[src/rtl/z80_ex_sp_sequencer_pkg.sv]
// Shared definitions for the EX (SP),rr exchange sequencer: register-pair
// select encoding and the sequencer state enum.
package z80_ex_sp_sequencer_pkg;

    localparam logic [1:0] SEL_HL = 2'b00;
    localparam logic [1:0] SEL_IX = 2'b01;
    localparam logic [1:0] SEL_IY = 2'b10;

    typedef enum logic [2:0] {
        IDLE,
        RD_LO,
        RD_HI,
        WR_HI,
        WR_LO,
        FIN
    } seq_state_e;

    // Reserved select code 11 writes back to HL.
    function automatic logic [1:0] norm_sel(input logic [1:0] s);
        case (s)
            SEL_IX:  return SEL_IX;
            SEL_IY:  return SEL_IY;
            default: return SEL_HL;
        endcase
    endfunction

endpackage

[src/rtl/z80_ex_sp_sequencer.sv]
// EX (SP),HL/IX/IY sequencer: two reads then two writes on a req/ack bus,
// returns the swapped word and a retire record for the instruction checker.
module z80_ex_sp_sequencer
    import z80_ex_sp_sequencer_pkg::*;
#(
    parameter int unsigned ACK_TIMEOUT = 0
) (
    input  logic        clk,
    input  logic        reset,
    input  logic        start,
    input  logic [1:0]  sel,
    input  logic [15:0] sp_in,
    input  logic [15:0] reg_in,
    output logic        busy,
    output logic        done,
    output logic        err,
    output logic        reg_we,
    output logic [1:0]  reg_sel,
    output logic [15:0] reg_out,
    output logic        mem_req,
    output logic        mem_we,
    output logic [15:0] mem_addr,
    output logic [7:0]  mem_wdata,
    input  logic        mem_ack,
    input  logic [7:0]  mem_rdata,
    output logic [15:0] fi_raddr,
    output logic [15:0] fi_raddr2,
    output logic [15:0] fi_waddr,
    output logic [15:0] fi_waddr2,
    output logic [7:0]  fi_rdata,
    output logic [7:0]  fi_rdata2,
    output logic [7:0]  fi_wdata,
    output logic [7:0]  fi_wdata2
);

    localparam int unsigned CNT_W = (ACK_TIMEOUT < 2) ? 1 : $clog2(ACK_TIMEOUT);

    seq_state_e       state_q, state_d;
    logic [15:0]      spl_q, spl_d, spl1_q, r_q, r_d;
    logic [1:0]       sel_q, sel_d;
    logic [7:0]       rd_q, rd_d, rd2_q, rd2_d;
    logic [CNT_W-1:0] wcnt_q, wcnt_d;
    logic             xfer, timeout;
    logic             busy_d, done_d, err_d, req_d, we_d;
    logic [15:0]      addr_d, reg_out_d;
    logic [7:0]       wdata_d;

    assign xfer    = mem_req && mem_ack;
    assign timeout = (ACK_TIMEOUT != 0) && ((32'(wcnt_q) + 32'd1) >= ACK_TIMEOUT);

    // Next state, latches and the next values of every registered output.
    always_comb begin
        state_d = state_q;
        spl_d   = spl_q;
        r_d     = r_q;
        sel_d   = sel_q;
        rd_d    = rd_q;
        rd2_d   = rd2_q;
        wcnt_d  = wcnt_q;
        err_d   = 1'b0;
        case (state_q)
            IDLE: begin
                if (start) begin
                    spl_d   = sp_in;
                    r_d     = reg_in;
                    sel_d   = norm_sel(sel);
                    wcnt_d  = '0;
                    state_d = RD_LO;
                end
            end
            RD_LO, RD_HI, WR_HI, WR_LO: begin
                if (xfer) begin
                    wcnt_d = '0;
                    case (state_q)
                        RD_LO:   begin rd_d  = mem_rdata; state_d = RD_HI; end
                        RD_HI:   begin rd2_d = mem_rdata; state_d = WR_HI; end
                        WR_HI:   state_d = WR_LO;
                        default: state_d = FIN;
                    endcase
                end else if (timeout) begin
                    wcnt_d  = '0;
                    err_d   = 1'b1;
                    state_d = IDLE;
                end else begin
                    wcnt_d = wcnt_q + CNT_W'(1);
                end
            end
            FIN:     state_d = IDLE;
            default: state_d = IDLE;
        endcase

        req_d   = 1'b0;
        we_d    = 1'b0;
        addr_d  = 16'h0000;
        wdata_d = 8'h00;
        case (state_d)
            RD_LO: begin req_d = 1'b1; addr_d = spl_d; end
            RD_HI: begin req_d = 1'b1; addr_d = spl_d + 16'd1; end
            WR_HI: begin req_d = 1'b1; we_d = 1'b1; addr_d = spl_d + 16'd1; wdata_d = r_d[15:8]; end
            WR_LO: begin req_d = 1'b1; we_d = 1'b1; addr_d = spl_d; wdata_d = r_d[7:0]; end
            default: ;
        endcase

        done_d    = (state_d == FIN);
        busy_d    = (state_d != IDLE) || err_d;
        reg_out_d = done_d ? {rd2_d, rd_d} : reg_out;
    end

    always_ff @(posedge clk or posedge reset) begin
        if (reset) begin
            state_q   <= IDLE;
            spl_q     <= 16'h0000;
            spl1_q    <= 16'h0000;
            r_q       <= 16'h0000;
            sel_q     <= 2'b00;
            rd_q      <= 8'h00;
            rd2_q     <= 8'h00;
            wcnt_q    <= '0;
            busy      <= 1'b0;
            done      <= 1'b0;
            err       <= 1'b0;
            reg_we    <= 1'b0;
            reg_out   <= 16'h0000;
            mem_req   <= 1'b0;
            mem_we    <= 1'b0;
            mem_addr  <= 16'h0000;
            mem_wdata <= 8'h00;
        end else begin
            state_q   <= state_d;
            spl_q     <= spl_d;
            spl1_q    <= spl_d + 16'd1;
            r_q       <= r_d;
            sel_q     <= sel_d;
            rd_q      <= rd_d;
            rd2_q     <= rd2_d;
            wcnt_q    <= wcnt_d;
            busy      <= busy_d;
            done      <= done_d;
            err       <= err_d;
            reg_we    <= done_d;
            reg_out   <= reg_out_d;
            mem_req   <= req_d;
            mem_we    <= we_d;
            mem_addr  <= addr_d;
            mem_wdata <= wdata_d;
        end
    end

    assign reg_sel   = sel_q;
    assign fi_raddr  = spl_q;
    assign fi_waddr  = spl_q;
    assign fi_raddr2 = spl1_q;
    assign fi_waddr2 = spl1_q;
    assign fi_rdata  = rd_q;
    assign fi_rdata2 = rd2_q;
    assign fi_wdata  = r_q[7:0];
    assign fi_wdata2 = r_q[15:8];

endmodule

[config.mk]
export PLATFORM = sky130hd
export DESIGN_NAME = z80_ex_sp_sequencer
export DESIGN_NICKNAME = d
export VERILOG_FILES = /design/src/rtl/z80_ex_sp_sequencer_pkg.sv /design/src/rtl/z80_ex_sp_sequencer.sv
export SDC_FILE = /design/constraint.sdc
export NUM_CORES = 1
export LEC_CHECK = 0
export ABC_AREA = 1
export CAP_MARGIN = 15
export CORE_MARGIN = 4
export CORE_UTILIZATION = 45
export CTS_CLUSTER_DIAMETER = 60
export DETAILED_ROUTE_END_ITERATION = 16
export PLACE_DENSITY_LB_ADDON = 0.2
export SLEW_MARGIN = 40
export SYNTH_ARGS = -nofsm -noshare
export SYNTH_HDL_FRONTEND = slang
export SYNTH_SLANG_ARGS = --single-unit
[constraint.sdc]
create_clock -name clk -period 4 [get_ports clk]
set_input_delay 0.6 -clock clk [delete_from_list [all_inputs] [get_ports clk]]
set_output_delay 0.6 -clock clk [all_outputs]
set_load 0.02 [all_outputs]
# Yosys cells after proc, flatten, opt, wreduce, memory -nomap -nowiden
# Index checks and enable logic that the tools add are counted.
[totals]
elab_cells = 54
output_inout_bits = 144
regBits = 113
in_bits = 46
[op_classes]
mux = 19
addsub = 1
n_eq_ne = 11
reduce_logical = 9
[op_table]
columns = ["op", "count"]
rows = [
  ["$mux 16", 4],
  ["$mux 8", 6],
  ["$pmux 16 s2", 1],
  ["$add 16x1->16 const B", 1],
  ["$pmux 8 s2", 1],
  ["$eq 3x2->1 const B", 4],
  ["$eq 3x3->1 const B", 3],
  ["$pmux 3 s3", 1],
  ["$reduce_or 4->1", 2],
  ["$eq 3x1->1 const B", 2],
  ["$mux 3", 2],
  ["$pmux 3 s2", 1],
  ["$reduce_or 2->1", 3],
  ["$pmux 2 s2", 1],
  ["$logic_not 3->1", 1],
  ["$reduce_bool 3->1", 1],
  ["$eq 2x1->1 const B", 1],
  ["$eq 2x2->1 const B", 1],
  ["$mux 1", 2],
  ["$reduce_and 2->1", 1],
  ["$logic_and 1x1->1", 1],
]

# Depth between registers and ports, before layout
[depth]
ltp_word = 7
depth_mapped = 15
ltp_nobuf = 14

# Least setup slack after synthesis
# Ideal clock, no wire load.
[synth_path]
kind = "input port to flip-flop"
start = "input port start"
end = "register mem_addr[8]"
stages = 13
setup_ps = 65
path_slack_ps = 1982
t_arrival_ps = 1953
n_path_buf = 1
t_required_ps = 3935
cell_sequence = "inv_1 > nor2_4 > nand2_4 > buf_6 > nand2_1 > nand2_2 > ha_1 > nand3_2 > inv_2 > nand2_1 > xor2_1 > nand2_1 > nand2_1"
[synth_between]
word_cells_on_any_way = 12
classes_between = "add/sub: 1; eq/ne: 4; mux: 5; reduce/logical: 2"
[synth_lines]
columns = ["item", "line", "text"]
rows = [
  ["start, declared", "z80_ex_sp_sequencer.sv:10", "input logic start,"],
  ["$mux 16", "z80_ex_sp_sequencer.sv:63", "if (start) begin"],
  ["$mux 16", "z80_ex_sp_sequencer.sv:61", "case (state_q)"],
  ["named net spl_d[0]", "z80_ex_sp_sequencer.sv:39", "logic [15:0] spl_q, spl_d, spl1_q, r_q, r_d;"],
  ["$add 16x1->16", "z80_ex_sp_sequencer.sv:98, z80_ex_sp_sequencer.sv:99", ""],
  ["$pmux 16 s2", "z80_ex_sp_sequencer.sv:96", "case (state_d)"],
  ["named net addr_d[8]", "z80_ex_sp_sequencer.sv:45", "logic [15:0] addr_d, reg_out_d;"],
  ["end signal, assigned", "z80_ex_sp_sequencer.sv:144", "mem_addr <= addr_d;"],
  ["end, declared", "z80_ex_sp_sequencer.sv:22", "output logic [15:0] mem_addr,"],
]
# The timed path passes the listed nets, and every way through them passes these cells.
# A chain may end at the register's enable or synchronous reset.

# Worst setup path in the final report
[layout_path]
start = "input port start"
end = "register mem_addr[3]"
[layout_between]
elab_chain_len = 5
word_cells_on_any_way = 12
classes_between = "add/sub: 1; eq/ne: 4; mux: 5; reduce/logical: 2"
[layout_lines]
columns = ["item", "line", "text"]
rows = [
  ["$mux 3 (*)", "z80_ex_sp_sequencer.sv:63", ""],
  ["$pmux 3 s2 (*)", "z80_ex_sp_sequencer.sv:61", ""],
  ["named net state_d[0]", "z80_ex_sp_sequencer.sv:38", "seq_state_e state_q, state_d;"],
  ["$eq 3x3->1, or another cell as far along", "z80_ex_sp_sequencer.sv:96", ""],
  ["$reduce_or 2->1 (no source line)", "--", ""],
  ["$pmux 16 s2 (*)", "z80_ex_sp_sequencer.sv:96", ""],
  ["named net addr_d[3]", "z80_ex_sp_sequencer.sv:45", ""],
]
# The timed path passes the listed nets; every way through them passes the cells marked *.

==> out/qor.txt <==
Setup CP Type: input port to flop
area share of the largest cell type after synthesis: 0.5499
Hold Slack: 0.4902 ns
P per Cell Area: 992.4 mW/mm2
final instance count without filler cells: 885
core area: 0.01103 mm2
input/output buffers: 188
DIE WIDTH: 114.9 um
largest net degree at the start of global routing: 65
CTS Sinks: 113
crit path launch type: input port
setup TNS: 0 ns
Worst EP arrival: 3.07 ns
Required @ worst endpoint: 4.29 ns
area leader, netlist: dfrtp_1
drt total wl: 13960 um
CTS clk-pin slew, worst paths: 0.06 ns
Mapped Avg Cell Area: 8.943 um2
First DRT Iteration DRCs: 241
mux share of post-synthesis cell area: 0
status: finished clean
Detailed Routing Iterations Pass 1: 4
DRC: 0
global-route wire length before repair: 22350 um
simple-gate share of the synthesized area: 0.2689
layout cells sized above 1: 0.1060
Layout Area Growth over Synthesis: 45.50%
vias in the first global route: 4504
Compound-Gate Fraction of Synth Area: 0.05547
number of unique standard cell types used by synthesis: 30
XOR/XNOR Fraction of Synth Area: 0.01484
RSZ-0062 raised after global routing: false
final setup fails: 0
post-synth net total: 622
remaining antenna violation count: 0
number of hold buffers added after CTS: 0
area share of fa/ha/maj cells after synthesis: 0.002433
mapped cell area: 0.005142 mm2
fmax: 0.3595 GHz
Final min period: 2.782 ns
cell row count: 38
final hold vios: 0
crit share post-route: 0.6955
clk root buf: clkbuf_16
die height: 114.9 um
max-slew violations: 0
worst-path fanout max: 48
H-Tree Level Count: 4
Initial Utilization: 0.4662
max_cap viols: 0
# fillers: 857
synth warn: 0
worst setup margin: 1.218 ns
GPL Wtd Cong: 0.8794
antenna violations before repair: 0
fin nets: 779
Place WS: 0.8672 ns
Min-Delay Path Class: flop to flop
combinational family with the most area after synthesis: simple AND/OR/NAND/NOR gates
worst clock skew: 0.009539 ns
Tot Pwr: 7.425 mW
Cells after Synth: 575
Skew-Pair Late Insertion Delay: 0.41 ns
via/cell ratio: 4.915
VDD IR-drop max: 0.0004624 V
I/O pins: 190
P_leak: 3.573 nW
Main synth FF type: dfrtp_1
clk buf depth: 2
cts repair resizes: 0
Rel. slew slack: 0.5702
top post-synthesis cells by area: dfrtp_1 55%, nand2_1 14%, buf_4 5.5%, o21ai_0 5.0%, inv_1 3.1%
dpl cells: 853
remaining global-route overflow: 0
Post-synth ARST share: 1.000
routed len/inst: 15.78 um
EDFF count, synth: 0
#FFs+latches synth: 113
GRT Total Usage: 0.2168
Setup crit end kind: flop
die area: 0.01320 mm2
dpl hpwl: 9815 um
TritonCTS clock tree: yes
setup repair bufs after CTS: 0
Seq/Total Area, Yosys: 0.5499
Antenna Diode Count: 0
TritonCTS Buffers: 17
via count: 4350
worst-margin pin slew: 0.6428 ns
-- routing by layer --
| layer | vias up | part of all wire | global-route usage |
|---|---|---|---|
| li1 | 2075 | - | - |
| met1 | 2066 | 0.41 | 0.2730 |
| met2 | 186 | 0.48 | 0.3492 |
| met3 | 23 | 0.093 | 0.07632 |
| met4 | 0 | 0.019 | 0.07512 |
| met5 | - | 0 | 0 |
-- kinds of logic after synthesis --
family	count (synthesis)
buffers and inverters	101
xor gates and xnor gates	7
AOI/OAI and AO/OA	56
adders and majority gates	1
other	1
and+or+nand+nor	296
DFF	113
-- cells in the mapped netlist, drive strengths merged, types with 4 or more instances --
master / instances
inv: 48
buf: 48
or2: 9
dfrtp: 113
nand2: 214
nand3: 34
nand3b: 11
nor2: 21
nand4: 4
clkbuf: 5
o21ai: 54
xor2: 7
-- sequential cells by signal, summed over array words and instances, names as in the netlist, 2 cells and up --
name and cells:
fi_raddr2 16, fi_raddr 16, mem_addr 16, r_q 16
reg_out 16, fi_rdata2 8, fi_rdata 8, mem_wdata 8
state_q 3, reg_sel 2
-- stage by stage --
step / util / instance area, um2
after floorplan: - / 5142
after global placement: 0.6210 / 6850
after detailed placement: 0.6210 / 6850
after CTS: 0.6781 / 7480
after global routing: 0.6783 / 7482
final: 0.6783 / 7482
-- cells in the final DEF, fill, tap and decap left out, types with 2 or more instances in the layout --
cell             count
nand2_1            196
clkdlybuf4s50_1    188
dfrtp_1            113
o21ai_0             51
inv_1               42
nand3_1             32
clkbuf_16           17
nand2_2             16
nor2_1              12
nand3b_1            11
or2_2                9
nor2_4               5
inv_2                5
xor2_1               5
nand4_1              4
bufinv_16            4
o21ai_1              3
and2_1               3
clkinvlp_4           3
clkinv_4             3
buf_4                3
nor2_8               2
nand2_4              2
nor2_2               2
xor2_2               2
inv_6                2
clkbuf_1             2
-- layout make-up --
type | count | area (um2) | share of cell area
clock inverter | 12 | 182.7 | 0.02441
tap | 140 | 175.2 | 0.02341
multi-input combinational | 361 | 1760 | 0.2353
inverter | 48 | 185.2 | 0.02475
timing repair buffer | 191 | 1904 | 0.2545
clock buffer | 20 | 446.7 | 0.05970
sequential | 113 | 2828 | 0.3779
-- critical path, stage by stage --
cell	delay [ns]
clkdlybuf4s50_1	0.46
inv_1	0.07
nor2_4	0.07
buf_4	0.29
nand2_4	0.36
nand2_2	0.26
nor2_2	0.05
nand2_1	0.30
nand2_2	0.34
nand2_1	0.17
nand2_1	0.07
-- path summary, 6_finish.rpt --
kind | cells after the start | end | from | slack (ns)
hold reg to reg | 2 | reg_sel[1] | reg_sel[1] | 0.49
setup reg to reg | 8 | mem_addr[3] | state_q[0] | 1.38
min in group asynchronous | 2 | fi_rdata[5] | reset | 0.65
setup / recovery | 11 | mem_addr[3] | start | 1.22
hold / removal | 2 | reg_sel[1] | reg_sel[1] | 0.49
max in group asynchronous | 3 | r_q[4] | reset | 2.61
-- power by group --
part	internal, mW	switching, mW	total [mW]
Sequential	1.67	0.332	2.00
Combinational	1.56	2.27	3.82
Clock	1.06	0.537	1.60
Total	4.29	3.14	7.43
Note: power is estimated with default switching activity, not from simulation.
==> RTL change 1 (same settings) <==
Make the reset (`reset`) synchronous in one clocked block.
--- a/src/rtl/z80_ex_sp_sequencer.sv
+++ b/src/rtl/z80_ex_sp_sequencer.sv
@@ -108,3 +108,3 @@
 
-    always_ff @(posedge clk or posedge reset) begin
+    always_ff @(posedge clk) begin
         if (reset) begin
Behaviour: differs if reset is asserted again (counterexample within 4 cycles, from zero or initial values and one cycle with reset high); with reset held inactive, the same outputs for 4 cycles.
==> RTL change 1 against the unedited design <==
  * Global-route usage is 0.54 points higher
  * Highest routed layer unchanged
  * Via count is 6.7% higher
  * Sequential cell count stayed put
  * Design area is 2.9% lower
  * Largest cell class unchanged
  * Worst setup slack better by 0.069 ns
  * Clock skew is 0.0022 ns higher
  * Die area is 3.1% lower
  * Area after synthesis is 3.3% lower
  * Routed wire length hardly changed
  * Hold slack worse by 0.0038 ns
Power is not compared: it rests on default switching activity, and its combinational part moved more than twofold at a synthesized area within 25%.
==> RTL change 1: results (changes against the unedited design) <==
| Metric | Value |
|---|---|
| WL/cell | 14.6 µm (was 15.8 µm) |
| GRT Overall Usage | 0.222 (was 0.217) |
| Post-Synthesis Net Count | 700 (was 622) |
| Crit-path max FO | 45 (was 48) |
| Arr. time, crit path | 3.08 ns (was 3.07 ns) |
| Commonest cells post-synth | 155 x nand2_1, 113 x dfxtp_1, 110 x nor2_1 (was 196 x nand2_1, 113 x dfrtp_1, 51 x o21ai_0) |
| Post-DP Area | 0.00663 mm² (was 0.00685 mm²) |
| Multiplexer share of the synthesized area | 0.0322 (was 0) |
| R2R depth | 13 (was 8) |
| Max Clock Skew | 0.0117 ns (was 0.00954 ns) |
| Post-synthesis compound-gate area fraction | 0.0486 (was 0.0555) |
| Status | completed (unchanged) |
| CP max stage cell | nor2_4 (was clkdlybuf4s50_1) |
| WL final | 14000 µm (about the same) |
| Detailed-route via count | 4643 (was 4350) |
| Post-DP HPWL | 10100 µm (was 9810 µm) |
| Sequential area share after synthesis | 0.455 (was 0.550) |
| Avg Synthesized Cell Area | 7.61 µm² (was 8.94 µm²) |
| Pre-CTS WS | 0.867 ns (about the same) |
| CTS root buf | clkbuf_8 (was clkbuf_16) |
| Synth Area in XOR/XNOR | 0.00352 (was 0.0148) |
| Share of cells above drive strength 1 | 0.0834 (was 0.106) |
| Cell count after placement | 923 (was 853) |
| Largest net degree at the start of global routing | 60 (was 65) |
| Filler Cells Inserted | 926 (was 857) |
| Relative slew slack | 0.569 (was 0.570) |
==> RTL change 1: metal layers <==
metal / up-vias / wire length (µm)
met5: - / 0
met4: 0 / 368
met3: 27 / 1130
met2: 188 / 6780
met1: 2114 / 5690
li1: 2314 / -
==> RTL change 1: area by class of cell <==
type,instances,area (µm²),share of cell area
Clock buffer,20,455,0.0627
Clock inverter,12,180,0.0248
Inverter,60,230,0.0317
Multi-Input combinational cell,420,2070,0.285
Sequential cell,113,2260,0.312
Tap cell,140,175,0.0241
Timing Repair Buffer,190,1890,0.261
==> RTL change 1: kinds of logic after synthesis <==
family | Yosys count
and+or+nand+nor | 363
muxes | 16
xor gates and xnor gates | 2
buffers and inverters | 120
DFF | 113
adders and majority gates | 1
AOI/OAI and AO/OA | 37
other | 1
==> RTL change 1: power by group through the flow <==
| stage | logic, mW | registers, mW | clock network (mW) |
|---|---|---|---|
| after floorplan | 0.291 | 1.32 | 0 |
| after global placement | 0.579 | 1.25 | 0 |
| after detailed placement | 0.586 | 1.25 | 0 |
| after CTS | 0.589 | 1.23 | 1.62 |
| after global routing | 0.634 | 1.24 | 1.67 |
| final | 0.587 | 1.23 | 1.60 |
==> RTL change 1: path summary, 6_finish.rpt <==
| path | startpoint | to | slack [ns] |
|---|---|---|---|
| worst min register to register | reg_sel[1] | reg_sel[1] | 0.49 |
| worst max-delay path | state_q[1] | fi_raddr2[12] | 1.29 |
| worst max register to register | state_q[1] | fi_raddr2[12] | 1.29 |
| worst min-delay path | reg_sel[1] | reg_sel[1] | 0.49 |
==> RTL change 2 (same flow settings) <==
Without the edit above. Register the output `err` once more, cleared by the reset; this adds one clock of latency there. The other outputs are not delayed to match.
--- a/src/rtl/z80_ex_sp_sequencer.sv
+++ b/src/rtl/z80_ex_sp_sequencer.sv
@@ -36,2 +36,4 @@
     localparam int unsigned CNT_W = (ACK_TIMEOUT < 2) ? 1 : $clog2(ACK_TIMEOUT);
+
+    logic err_s0;
 
@@ -120,3 +122,3 @@
             done      <= 1'b0;
-            err       <= 1'b0;
+            err_s0    <= 1'b0;
             reg_we    <= 1'b0;
@@ -138,3 +140,3 @@
             done      <= done_d;
-            err       <= err_d;
+            err_s0    <= err_d;
             reg_we    <= done_d;
@@ -158,2 +160,10 @@
 
+    always_ff @(posedge clk or posedge reset) begin
+        if (reset) begin
+            err <= '0;
+        end else begin
+            err <= err_s0;
+        end
+    end
+
 endmodule
Formal check against the unedited RTL: equivalent (equiv_simple and equiv_induct, registers matched by name and starting in step).
==> RTL change 2 against the unedited design <==
  * Largest cell class unchanged
  * Sequential cell count is the same
  * Routed wire length shrank 3.4%
  * Total power is 0.77% lower
  * Critical path type is now reg -> reg
  * Critical path depth decreased by 1
  * Synthesized cell count down 3.7%
  * Largest power group unchanged
  * Area after synthesis fell by 2.6%
  * Sequential share of layout area up 0.64 points
  * Worst setup slack worse by 0.13 ns
  * Hold slack got worse by 0.0063 ns
  * Design area is 1.7% lower
==> RTL change 2: results (changes against the unedited design) <==
| Metric | Value |
|---|---|
| Status | completed (unchanged) |
| Vias in the first global route | 4325 (was 4504) |
| Starting DRT DRC Count | 248 (was 241) |
| Hold EP | reg_out[1] (was reg_sel[1]) |
| Post-Synthesis Net Count | 601 (was 622) |
| RR Endpoint | mem_addr[11] (was mem_addr[3]) |
| Net switching power | 3.13 mW (was 3.14 mW) |
| Pleak | 3.53 nW (was 3.57 nW) |
| Post-DP HPWL | 9530 µm (was 9810 µm) |
| Fin Hold WS | 0.484 ns (was 0.490 ns) |
| Gpl congestion | 0.828 (was 0.879) |
| Max VDD drop | 0.000524 V (was 0.000462 V) |
| Crit-path max FO | 45 (was 48) |
| Top cells by area, synth | dfrtp_1 56%, nand2_1 17%, buf_4 5.4%, inv_1 2.6%, nand3_1 2.6% (was dfrtp_1 55%, nand2_1 14%, buf_4 5.5%, o21ai_0 5.0%, inv_1 3.1%) |
| Commonest cells post-synth | 221 x nand2_1, 113 x dfrtp_1, 36 x buf_4 (was 196 x nand2_1, 113 x dfrtp_1, 51 x o21ai_0) |
| Pre-CTS WS | 0.966 ns (was 0.867 ns) |
| Max Clock Skew | 0.0107 ns (was 0.00954 ns) |
| Avg Synthesized Cell Area | 9.04 µm² (was 8.94 µm²) |
| Post-route insts no fill | 868 (was 885) |
| Post-route cell area | 0.00736 mm² (was 0.00748 mm²) |
| GRT Overall Usage | 0.213 (was 0.217) |
| Largest net degree at the start of global routing | 69 (was 65) |
| CP Launch Point | state_q[1] (was start) |
| Yosys cell types | 31 (was 30) |
| Clock Latency Late Sink | 0.50 ns (was 0.41 ns) |
[RTL change 2: cell types whose count changed in the layout (fill, tap and decap cells not counted), moves of 3 or more]
cell / before / now
a22o_1: 0 / 8
inv_1: 42 / 34
inv_6: 2 / 5
nand2_1: 196 / 221
nand2_2: 16 / 11
nand3_1: 32 / 26
o21ai_0: 51 / 24
or2_2: 9 / 2
[RTL change 2: worst max-delay path, stage by stage, from the launching register on]
cell,delay [ns]
dfrtp_1,0.43
nor2_4,0.57
nand2_4,0.44
inv_2,0.40
a21oi_2,0.11
nand2_2,0.12
nand2_4,0.16
nand2_2,0.21
inv_2,0.14
nand2_1,0.08
nand2_1,0.07
[RTL change 2: power by group through the flow]
stage / clock (mW) / combinational, mW / sequential, mW
2_1_floorplan: 0 / 1.70 / 2.59
3_3_place_gp: 0 / 3.75 / 2.01
3_5_place_dp: 0 / 3.81 / 2.03
4_1_cts: 1.55 / 3.85 / 2.02
5_1_grt: 1.61 / 4.12 / 2.09
6_report: 1.53 / 3.82 / 2.02
[RTL change 2: area by class of cell]
cell class                      count  share of cell area
Sequential cell                   113               0.384
Inverter                           42              0.0218
Multi-Input combinational cell    351               0.228
Clock buffer                       18              0.0582
Tap cell                          140              0.0238
Timing Repair Buffer              190               0.260
Clock inverter                     14              0.0240
[RTL change 2: logic make-up (layout without fill, tap and decap cells)]
logic type	Yosys count	in the layout	synth area share
flops	113	113	0.565
xor+xnor	6	6	0.0150
fa+ha+maj	1	1	0.00250
buf+inv	90	264	0.0999
other cells	1	1	0.000749
simple gates	303	303	0.269
compound gates	40	40	0.0485
[RTL change 2: routing by layer]
metal	track usage	vias to the layer above	part of all wire
met5	0	-	0
met4	0.0617	0	0.013
met3	0.0610	16	0.079
met2	0.347	179	0.49
met1	0.279	2058	0.41
li1	-	2019	-
